**src/rtl/cpu_boot_loader_if.sv**
```systemverilog
// Host byte stream plus instruction/data memory write port and status of the boot loader.
// slave = loader side, master = host/CPU side.
interface cpu_boot_loader_if #(
  parameter int IMEM_AW = 8,
  parameter int DMEM_AW = 5
);
  logic               rx_valid_i;
  logic [7:0]         rx_data_i;
  logic               rx_ready_o;
  logic               imem_we_o;
  logic [IMEM_AW-1:0] imem_addr_o;
  logic [31:0]        imem_data_o;
  logic               dmem_we_o;
  logic [DMEM_AW-1:0] dmem_addr_o;
  logic [7:0]         dmem_data_o;
  logic               start_o;
  logic               busy_o;
  logic               err_o;

  modport slave (
    input  rx_valid_i, rx_data_i,
    output rx_ready_o, imem_we_o, imem_addr_o, imem_data_o,
           dmem_we_o, dmem_addr_o, dmem_data_o, start_o, busy_o, err_o
  );

  modport master (
    output rx_valid_i, rx_data_i,
    input  rx_ready_o, imem_we_o, imem_addr_o, imem_data_o,
           dmem_we_o, dmem_addr_o, dmem_data_o, start_o, busy_o, err_o
  );
endinterface

```
**src/rtl/cpu_boot_loader.sv**
```systemverilog
// Byte-stream boot loader: CMD/ADDR/COUNT/payload frames fill IMEM words and DMEM bytes,
// GO releases the CPU via a sticky start.
module cpu_boot_loader #(
  parameter int IMEM_AW = 8,
  parameter int DMEM_AW = 5
) (
  input logic               clk_i,
  input logic               rst_i,
  cpu_boot_loader_if.slave  bus
);
  localparam int AW = (IMEM_AW > DMEM_AW) ? IMEM_AW : DMEM_AW;

  localparam logic [2:0] S_IDLE  = 3'd0;
  localparam logic [2:0] S_ADDR  = 3'd1;
  localparam logic [2:0] S_COUNT = 3'd2;
  localparam logic [2:0] S_DATA  = 3'd3;
  localparam logic [2:0] S_WRITE = 3'd4;
  localparam logic [2:0] S_RUN   = 3'd5;

  logic [2:0]    state_q, state_d;
  logic          imem_q, imem_d;
  logic [AW-1:0] addr_q, addr_d;
  logic [8:0]    cnt_q, cnt_d;
  logic [1:0]    byte_q, byte_d;
  logic [31:0]   word_q, word_d;
  logic          err_q, err_d;
  logic          accept;

  assign bus.rx_ready_o = (state_q == S_IDLE) || (state_q == S_ADDR) ||
                          (state_q == S_COUNT) || (state_q == S_DATA);
  assign accept = bus.rx_valid_i && bus.rx_ready_o;

  always_comb begin
    state_d = state_q;
    imem_d  = imem_q;
    addr_d  = addr_q;
    cnt_d   = cnt_q;
    byte_d  = byte_q;
    word_d  = word_q;
    err_d   = err_q;
    case (state_q)
      S_IDLE: if (accept) begin
        case (bus.rx_data_i)
          8'h01:   begin state_d = S_ADDR; imem_d = 1'b1; end
          8'h02:   begin state_d = S_ADDR; imem_d = 1'b0; end
          8'hFF:   state_d = S_RUN;
          8'h00:   ;
          default: err_d = 1'b1;
        endcase
      end
      S_ADDR: if (accept) begin
        addr_d  = AW'(bus.rx_data_i);
        state_d = S_COUNT;
      end
      S_COUNT: if (accept) begin
        cnt_d   = (bus.rx_data_i == 8'd0) ? 9'd256 : {1'b0, bus.rx_data_i};
        byte_d  = 2'd0;
        state_d = S_DATA;
      end
      S_DATA: if (accept) begin
        // Little-endian: bytes shift in from the top, so the first lands in bits 7:0
        // after four bytes; a DMEM byte sits in bits 31:24.
        word_d = {bus.rx_data_i, word_q[31:8]};
        if (!imem_q || byte_q == 2'd3) begin
          byte_d  = 2'd0;
          state_d = S_WRITE;
        end else begin
          byte_d = byte_q + 2'd1;
        end
      end
      S_WRITE: begin
        addr_d  = addr_q + AW'(1);
        cnt_d   = cnt_q - 9'd1;
        state_d = (cnt_q == 9'd1) ? S_IDLE : S_DATA;
      end
      S_RUN:   ;
      default: state_d = S_IDLE;
    endcase
  end

  always_ff @(posedge clk_i) begin
    if (rst_i) begin
      state_q <= S_IDLE;
      imem_q  <= 1'b0;
      addr_q  <= '0;
      cnt_q   <= '0;
      byte_q  <= '0;
      word_q  <= '0;
      err_q   <= 1'b0;
    end else begin
      state_q <= state_d;
      imem_q  <= imem_d;
      addr_q  <= addr_d;
      cnt_q   <= cnt_d;
      byte_q  <= byte_d;
      word_q  <= word_d;
      err_q   <= err_d;
    end
  end

  assign bus.imem_we_o   = (state_q == S_WRITE) && imem_q;
  assign bus.dmem_we_o   = (state_q == S_WRITE) && !imem_q;
  assign bus.imem_addr_o = addr_q[IMEM_AW-1:0];
  assign bus.dmem_addr_o = addr_q[DMEM_AW-1:0];
  assign bus.imem_data_o = word_q;
  assign bus.dmem_data_o = word_q[31:24];
  assign bus.start_o     = (state_q == S_RUN);
  assign bus.busy_o      = (state_q == S_ADDR) || (state_q == S_COUNT) ||
                           (state_q == S_DATA) || (state_q == S_WRITE);
  assign bus.err_o       = err_q;
endmodule

```
**src/flat_wrapper.sv**
```systemverilog
// flat-port wrapper written by rule: the top's interface ports become plain ports
module cpu_boot_loader_flat 
#(
  parameter int IMEM_AW = 8,
  parameter int DMEM_AW = 5
)
  (clk_i, rst_i, bus_rx_valid_i, bus_rx_data_i, bus_rx_ready_o, bus_imem_we_o, bus_imem_addr_o, bus_imem_data_o, bus_dmem_we_o, bus_dmem_addr_o, bus_dmem_data_o, bus_start_o, bus_busy_o, bus_err_o);
  cpu_boot_loader_if #(.IMEM_AW(IMEM_AW), .DMEM_AW(DMEM_AW)) bus_i ();
  input logic clk_i;
  input logic rst_i;
  input wire logic [$bits(bus_i.rx_valid_i)-1:0] bus_rx_valid_i;
  input wire logic [$bits(bus_i.rx_data_i)-1:0] bus_rx_data_i;
  output wire logic [$bits(bus_i.rx_ready_o)-1:0] bus_rx_ready_o;
  output wire logic [$bits(bus_i.imem_we_o)-1:0] bus_imem_we_o;
  output wire logic [$bits(bus_i.imem_addr_o)-1:0] bus_imem_addr_o;
  output wire logic [$bits(bus_i.imem_data_o)-1:0] bus_imem_data_o;
  output wire logic [$bits(bus_i.dmem_we_o)-1:0] bus_dmem_we_o;
  output wire logic [$bits(bus_i.dmem_addr_o)-1:0] bus_dmem_addr_o;
  output wire logic [$bits(bus_i.dmem_data_o)-1:0] bus_dmem_data_o;
  output wire logic [$bits(bus_i.start_o)-1:0] bus_start_o;
  output wire logic [$bits(bus_i.busy_o)-1:0] bus_busy_o;
  output wire logic [$bits(bus_i.err_o)-1:0] bus_err_o;
  assign bus_i.rx_valid_i = bus_rx_valid_i;
  assign bus_i.rx_data_i = bus_rx_data_i;
  assign bus_rx_ready_o = bus_i.rx_ready_o;
  assign bus_imem_we_o = bus_i.imem_we_o;
  assign bus_imem_addr_o = bus_i.imem_addr_o;
  assign bus_imem_data_o = bus_i.imem_data_o;
  assign bus_dmem_we_o = bus_i.dmem_we_o;
  assign bus_dmem_addr_o = bus_i.dmem_addr_o;
  assign bus_dmem_data_o = bus_i.dmem_data_o;
  assign bus_start_o = bus_i.start_o;
  assign bus_busy_o = bus_i.busy_o;
  assign bus_err_o = bus_i.err_o;
  cpu_boot_loader #(.IMEM_AW(IMEM_AW), .DMEM_AW(DMEM_AW)) u_core (.clk_i(clk_i), .rst_i(rst_i), .bus(bus_i));
endmodule
```
**config.mk**
```make
export PLATFORM = sky130hd
export DESIGN_NAME = cpu_boot_loader_flat
export DESIGN_NICKNAME = d
export VERILOG_FILES = /design/src/rtl/cpu_boot_loader_if.sv /design/src/rtl/cpu_boot_loader.sv /design/src/flat_wrapper.sv
export SDC_FILE = /design/constraint.sdc
export NUM_CORES = 1
export LEC_CHECK = 0
export CORE_MARGIN = 2
export CORE_UTILIZATION = 35
export CTS_CLUSTER_DIAMETER = 100
export DETAILED_ROUTE_END_ITERATION = 10
export DONT_BUFFER_PORTS = 1
export PLACE_DENSITY = 0.46
export SLEW_MARGIN = 20
export SYNTH_ARGS = -nofsm -noshare
export SYNTH_HDL_FRONTEND = slang
export SYNTH_SLANG_ARGS = --single-unit
```
**constraint.sdc**
```tcl
create_clock -name clk_i -period 1.62 [get_ports clk_i]
set_clock_uncertainty 0.1 [all_clocks]
set_input_delay 0.243 -clock clk_i [delete_from_list [all_inputs] [get_ports clk_i]]
set_output_delay 0.243 -clock clk_i [all_outputs]
set_load 0.01 [all_outputs]
```
; Word level (Yosys, flattened, before mapping)
; Cells that the tools add are included.
[totals]
register_bits = 56
latchBits = 0
mem_bits_rw = 0
romBits = 0
in_bits = 11
out_inout_bits = 59
word_cells = 72
n_memories = 0
[classes]
add_sub_neg = 3
mul = 0
div = 0
n_lt_le_gt_ge = 0
n_eq_ne = 16
shifts = 0
muxes = 18
bitwise_logic = 2
n_reduce_logical = 26
[ops]
columns = op, n
row1 = $mux W9, 2
row2 = $pmux W3 S6, 1
row3 = $pmux W9 S2, 1
row4 = $pmux W8 S2, 1
row5 = $mux W3, 5
row6 = $ne A2 B1 Y1 const B, 5
row7 = $eq A9 B1 Y1 const B, 1
row8 = $reduce_and A3 Y1, 3
row9 = $sub A9 B1 Y9 const B, 1
row10 = $add A8 B1 Y8 const B, 1
row11 = $eq A8 B1 Y1 const B, 1
row12 = $eq A8 B2 Y1 const B, 1
row13 = $eq A8 B8 Y1 const B, 1
row14 = $logic_not A8 Y1, 1
row15 = $mux W2, 4
row16 = $mux W8, 1
row17 = $reduce_bool A2 Y1, 4
row18 = $logic_or A1 B1 Y1, 7
row19 = $reduce_and A7 Y1, 1
row20 = $eq A3 B2 Y1 const B, 2
row21 = $eq A3 B3 Y1 const B, 2
row22 = $pmux W3 S2, 1
row23 = $reduce_and A2 Y1, 3
row24 = $pmux W2 S2, 1
row25 = other kinds (11), 14

; Longest topological paths before layout
[depth]
depth_word = 7
ltp_mapped = 6
ltp_nobuf = 6

; Worst setup path after synthesis
; No wires, ideal clock.
[synth_timing]
path_kind = reg2reg
start = register u_core.state_q[2]
end = register u_core.cnt_q[4]
setup_ns = 0.132
arrival_ns = 1.262
required_time_ns = 1.388
slack_ns = 0.126
path_stages_with_launch = 7
n_path_buf = 2
period_less_slack_ns = 1.494
cell_sequence = dfxtp_1 buf_4 nand3b_2 a21o_1 buf_2 a22oi_1 a21oi_1
[synth_via]
elab_chain_len = 7
elab_cells_between_ends = 13
classes_between = eq/ne (5) / mux (1) / reduce/logical (7)
[synth_lines]
columns = element, line
row1 = "start, declared", cpu_boot_loader.sv:20  ; logic [2:0] state_q, state_d;
row2 = "start signal, assigned", cpu_boot_loader.sv:91  ; state_q <= state_d;
row3 = $eq A3 B1 Y1 or $logic_not A3 Y1 (tied branches), cpu_boot_loader.sv:29  ; assign bus.rx_ready_o = (state_q == S_IDLE) || (state_q == S_ADDR) ||
row4 = $logic_or A1 B1 Y1 (2 in a row), cpu_boot_loader.sv:29
row5 = $logic_or A1 B1 Y1, cpu_boot_loader.sv:30  ; (state_q == S_COUNT) || (state_q == S_DATA);
row6 = $logic_and A1 B1 Y1, cpu_boot_loader.sv:31  ; assign accept = bus.rx_valid_i && bus.rx_ready_o;
row7 = $ne A2 B1 Y1 (no source line), n/a
row8 = $reduce_and A2 Y1 (no source line), n/a
row9 = "end signal, assigned", cpu_boot_loader.sv:94  ; cnt_q <= cnt_d;
row10 = "end, declared", cpu_boot_loader.sv:23  ; logic [8:0] cnt_q, cnt_d;
; Several ways; a longest one is shown, not always the timed one.
; A chain may end at the register's enable or synchronous reset.

; Worst setup path in the final report
[layout_timing]
start = register u_core.state_q[1]
end = output bus_imem_we_o
[layout_via]
elab_chain_len = 2
[layout_lines]
columns = element, line
row1 = $eq A3 B3 Y1, cpu_boot_loader.sv:101  ; assign bus.imem_we_o = (state_q == S_WRITE) && imem_q;
row2 = $logic_and A1 B1 Y1, cpu_boot_loader.sv:101
row3 = "end, declared", flat_wrapper.sv:14  ; output wire logic [$bits(bus_i.imem_we_o)-1:0] bus_imem_we_o;
; Every way passes these cells.

==> results.md <==
Status:
- The run finished, with violations left.
- The checks that failed: negative setup slack.

Power:
- The power per cell area is 780 nW/um2.
- The final total power is 0.00248 W.
- The internal power of the cells totals 0.00182 W.
- The leakage power figure is 1.11 nW.
- VDD sags by at most 353 uV.
- Of the total power, the share spent switching nets is 0.266.
- The sequential fraction of design power is 0.571.
- The fraction of power consumed by combinational cells is 0.091.
- For this design the total switching power over the nets is 0.000660 W.
- The share of total power dissipated in the clock network is 0.337.

Critical path:
- The type of destination of the critical path is an output pin.
- The worst setup path startpoint is u_core.state_q[1].
- In this run the worst path has a maximum fanout of 7.
- The worst setup path is launched from a register.
- The category of the most critical setup path is register to output pin.
- Data arrives at the worst endpoint at 1330 ps.
- At the worst endpoint, the required time is 1280 ps.
- In this run the critical register-to-register path is launched from u_core.state_q[1].

Timing:
- In this run the tightest slew margin relative to its limit is 0.756.
- At the pin with the least slew margin, the transition time is 363 ps.
- In the post-route analysis, the smallest setup slack over all paths is -56.5 ps.
- The number of endpoints failing setup at the final stage is 3.
- In the finished design, the share of the clock period the worst path needs comes to 1.03.
- In the final timing run, aggregate negative setup slack is -152 ps.
- Based on the critical path, the design can be clocked at up to 596 MHz.
- The max-slew violation count came to 0.
- The minimum clock period after layout is 1680 ps.
- The final hold violation count came to 0.
- Setup repair after global routing could not meet its margin everywhere.

Clock tree:
- The clock sink count is 56.
- The number of buffers created by CTS is 5.
- The clock network latency to the later pin of the worst-skew pair is 310 ps.
- The clock passes through at most 2 buffers.
- Clock tree synthesis selected as its root buffer the cell sky130_fd_sc_hd__clkbuf_8.
- Clock-pin slew was measured on the worst setup and hold paths at 110 ps.
- The H-tree was split into 2 levels.
- TritonCTS built the clock tree.

Yosys:
- The most used standard cell by instance count after synthesis is sky130_fd_sc_hd__nand2_1.
- Synthesis instantiated 47 different standard cells from the library.
- The Yosys step of the flow raised 0 warnings.
- After synthesis, the most frequently instantiated cells are 73 x sky130_fd_sc_hd__nand2_1, 56 x sky130_fd_sc_hd__dfxtp_1, 50 x sky130_fd_sc_hd__a21oi_1, 25 x sky130_fd_sc_hd__nor2_1, 15 x sky130_fd_sc_hd__buf_4.
- For this run, the register share of the synthesized area comes to 0.410.
- The mean area per synthesized cell is 7.84 um2.
- The synthesized design contains 56 register bits.
- The number of enable flip-flop cells after synthesis is 0.
- The share of flip-flops with an asynchronous set or reset after synthesis is 0.
- The dominant synthesized flop cell is sky130_fd_sc_hd__dfxtp_1.
- The post-synthesis instance area is 2740 um2.
- The number of standard cells after synthesis is 349.
- The share of synthesized area in the top cell type comes to 0.410.
- Yosys attributes the largest share of cell area to sky130_fd_sc_hd__dfxtp_1 41%, sky130_fd_sc_hd__nand2_1 10%, sky130_fd_sc_hd__a21oi_1 9.1%, sky130_fd_sc_hd__buf_4 4.1%, sky130_fd_sc_hd__nor2_1 3.4%.
- The number of nets handed over by synthesis was 364.
- Summed over all instances, the cell type with the most area after synthesis is sky130_fd_sc_hd__dfxtp_1.

Routing:
- The number of design rule violations left after detail routing is 0.
- The routed via count divided by cell count is 5.21.
- Dividing the detail-routed wire length by the instance count gives 16.1 um.
- The pre-antenna-repair detailed-routing pass consisted of 4 iterations.
- Summing over every cut layer, the via total after detailed routing is 2404.
- The post-detailed-routing wire length is 7430 um.
- After the first detailed-routing iteration, the DRC count stood at 179.
- In this run the remaining antenna-violating nets after routing total 0.

Floorplanning:
- During I/O placement, the number of pins put on the boundary was 70.
- The die is 92.4 um wide.
- After floorplanning, the core was sized to cover 7650 um2.
- In this run the vertical extent of the chip is 92.4 um.
- The die area is 8540 um2.
- The starting density of the core is 0.358.
- In this run the core area contains 32 standard-cell rows.

GRT:
- Entering global routing, the biggest net connects 58 pins.
- The first global-routing pass estimated 12000 um of wire.
- The number of global-route vias before repair was 2336.
- Global routing finished with a remaining overflow of 0.
- The initial antenna violation count is 0.
- The global-route total usage across every layer is 0.174.

Flow run:
- The max-capacitance violation count is 0.

Final layout:
- The number of antenna repair diodes is 0.
- The post-layout net count is 373.
- The share of final-layout standard cells stronger than drive strength 1 is 0.173.
- Relative to the synthesized area, the layout overhead comes to 16.2%.
- The count of filler cells inserted in the layout is 801.

Hold path:
- The path class of the tightest hold or removal check is primary input to register.
- The start point of the worst min-delay path is bus_rx_data_i[4].

Place:
- The final estimated routing congestion in global placement is 0.783.
- The half-perimeter wire length after placement is 4810 um.
- The pre-CTS setup slack is 35.0 ps.
- During placement, the flow inserted port buffers numbering 0.
## critical path: stages, from the launching register on
cell,delay (ps)
sky130_fd_sc_hd__dfxtp_2,370
sky130_fd_sc_hd__or3b_4,430
sky130_fd_sc_hd__nor2_2,90
sky130_fd_sc_hd__buf_4,120
## power groups by stage
stage | Sequential [W] | Clock [W] | Combinational [W]
finish | 0.00142 | 0.000836 | 0.000227
global route | 0.00142 | 0.000923 | 0.000248
CTS | 0.00142 | 0.000870 | 0.000218
detailed placement | 0.00145 | 0 | 0.000151
global placement | 0.00145 | 0 | 0.000152
floorplan | 0.00144 | 0 | 0.000128
## through the flow
step           std cells  utilization  instance area [um2]  hold slack [ps]
2_1_floorplan        349            -                 2740              279
3_3_place_gp         443        0.377                 2880              221
3_5_place_dp         443        0.377                 2880              221
4_1_cts              459        0.406                 3110             4.15
5_1_grt              461        0.416                 3180             12.0
6_report             461        0.416                 3180             8.52
## sequential cells by signal, summed over array words and instances (netlist names)
register / cells
u_core.imem_q: 1
u_core.bus.imem_addr_o: 8
u_core.cnt_q: 9
u_core.bus.imem_data_o: 32
u_core.state_q: 3
u_core.bus.err_o: 1
u_core.byte_q: 2
## worst paths after layout
kind | endpoint | slack (ps) | cells after the start
worst max register to register | u_core.bus.imem_addr_o[7] | 10 | 4
worst min-delay path | u_core.bus.imem_addr_o[4] | 9 | 2
worst max-delay path | bus_imem_we_o | -60 | 3
worst min register to register | u_core.cnt_q[8] | 400 | 2
## area by class of cell
type	count	area [um2]	area share
Inverter	10	37.5	0.0118
Multi-Input combinational cell	246	1420	0.448
Clock buffer	5	68.8	0.0216
Timing Repair Buffer	39	369	0.116
Tap cell	102	128	0.0401
Clock inverter	3	27.5	0.00866
Sequential cell	56	1120	0.354
## placed cells by master, fill, tap and decap left out, types with 4 or more instances in the layout
cell type	instances
sky130_fd_sc_hd__ha_1	4
sky130_fd_sc_hd__and3_1	4
sky130_fd_sc_hd__o21ai_1	5
sky130_fd_sc_hd__buf_4	25
sky130_fd_sc_hd__o21ai_0	8
sky130_fd_sc_hd__nand2_1	73
sky130_fd_sc_hd__a22oi_1	4
sky130_fd_sc_hd__nand4_1	7
sky130_fd_sc_hd__inv_1	10
sky130_fd_sc_hd__nor2_1	21
sky130_fd_sc_hd__clkbuf_8	5
sky130_fd_sc_hd__dlygate4sd3_1	8
sky130_fd_sc_hd__a21oi_1	50
sky130_fd_sc_hd__nor2_2	4
sky130_fd_sc_hd__a21o_1	4
sky130_fd_sc_hd__dfxtp_1	53
sky130_fd_sc_hd__a31oi_1	6
## layer usage
metal / routed length [um] / vias to the layer above / GRT usage / share of wire
met3: 433 / 10 / 0.0391 / 0.058
met1: 3390 / 1113 / 0.232 / 0.46
met4: 126 / 0 / 0.0485 / 0.017
met2: 3490 / 65 / 0.282 / 0.47
li1: - / 1216 / - / -
met5: 0 / - / 0 / 0
## cells by family (layout without fill, tap and decap cells)
family                     after synthesis  after routing  synth area share
and+or+nand+nor                        141            141             0.250
AOI/OAI and AO/OA                       95             95             0.205
DFF                                     56             56             0.410
buffers and inverters                   47             57            0.0965
adders and majority gates                4              4            0.0183
xor gates and xnor gates                 3              3           0.00960
muxes                                    3              3            0.0110
## timing repair
item	4_1_cts	5_1_grt
hold buffers	9	0
gates resized for setup	7	15
pin swaps	1	3
setup endpoints to repair	3	17
setup buffers	0	2
hold endpoints to repair	56	0
Power figures use the tool's default switching activity.
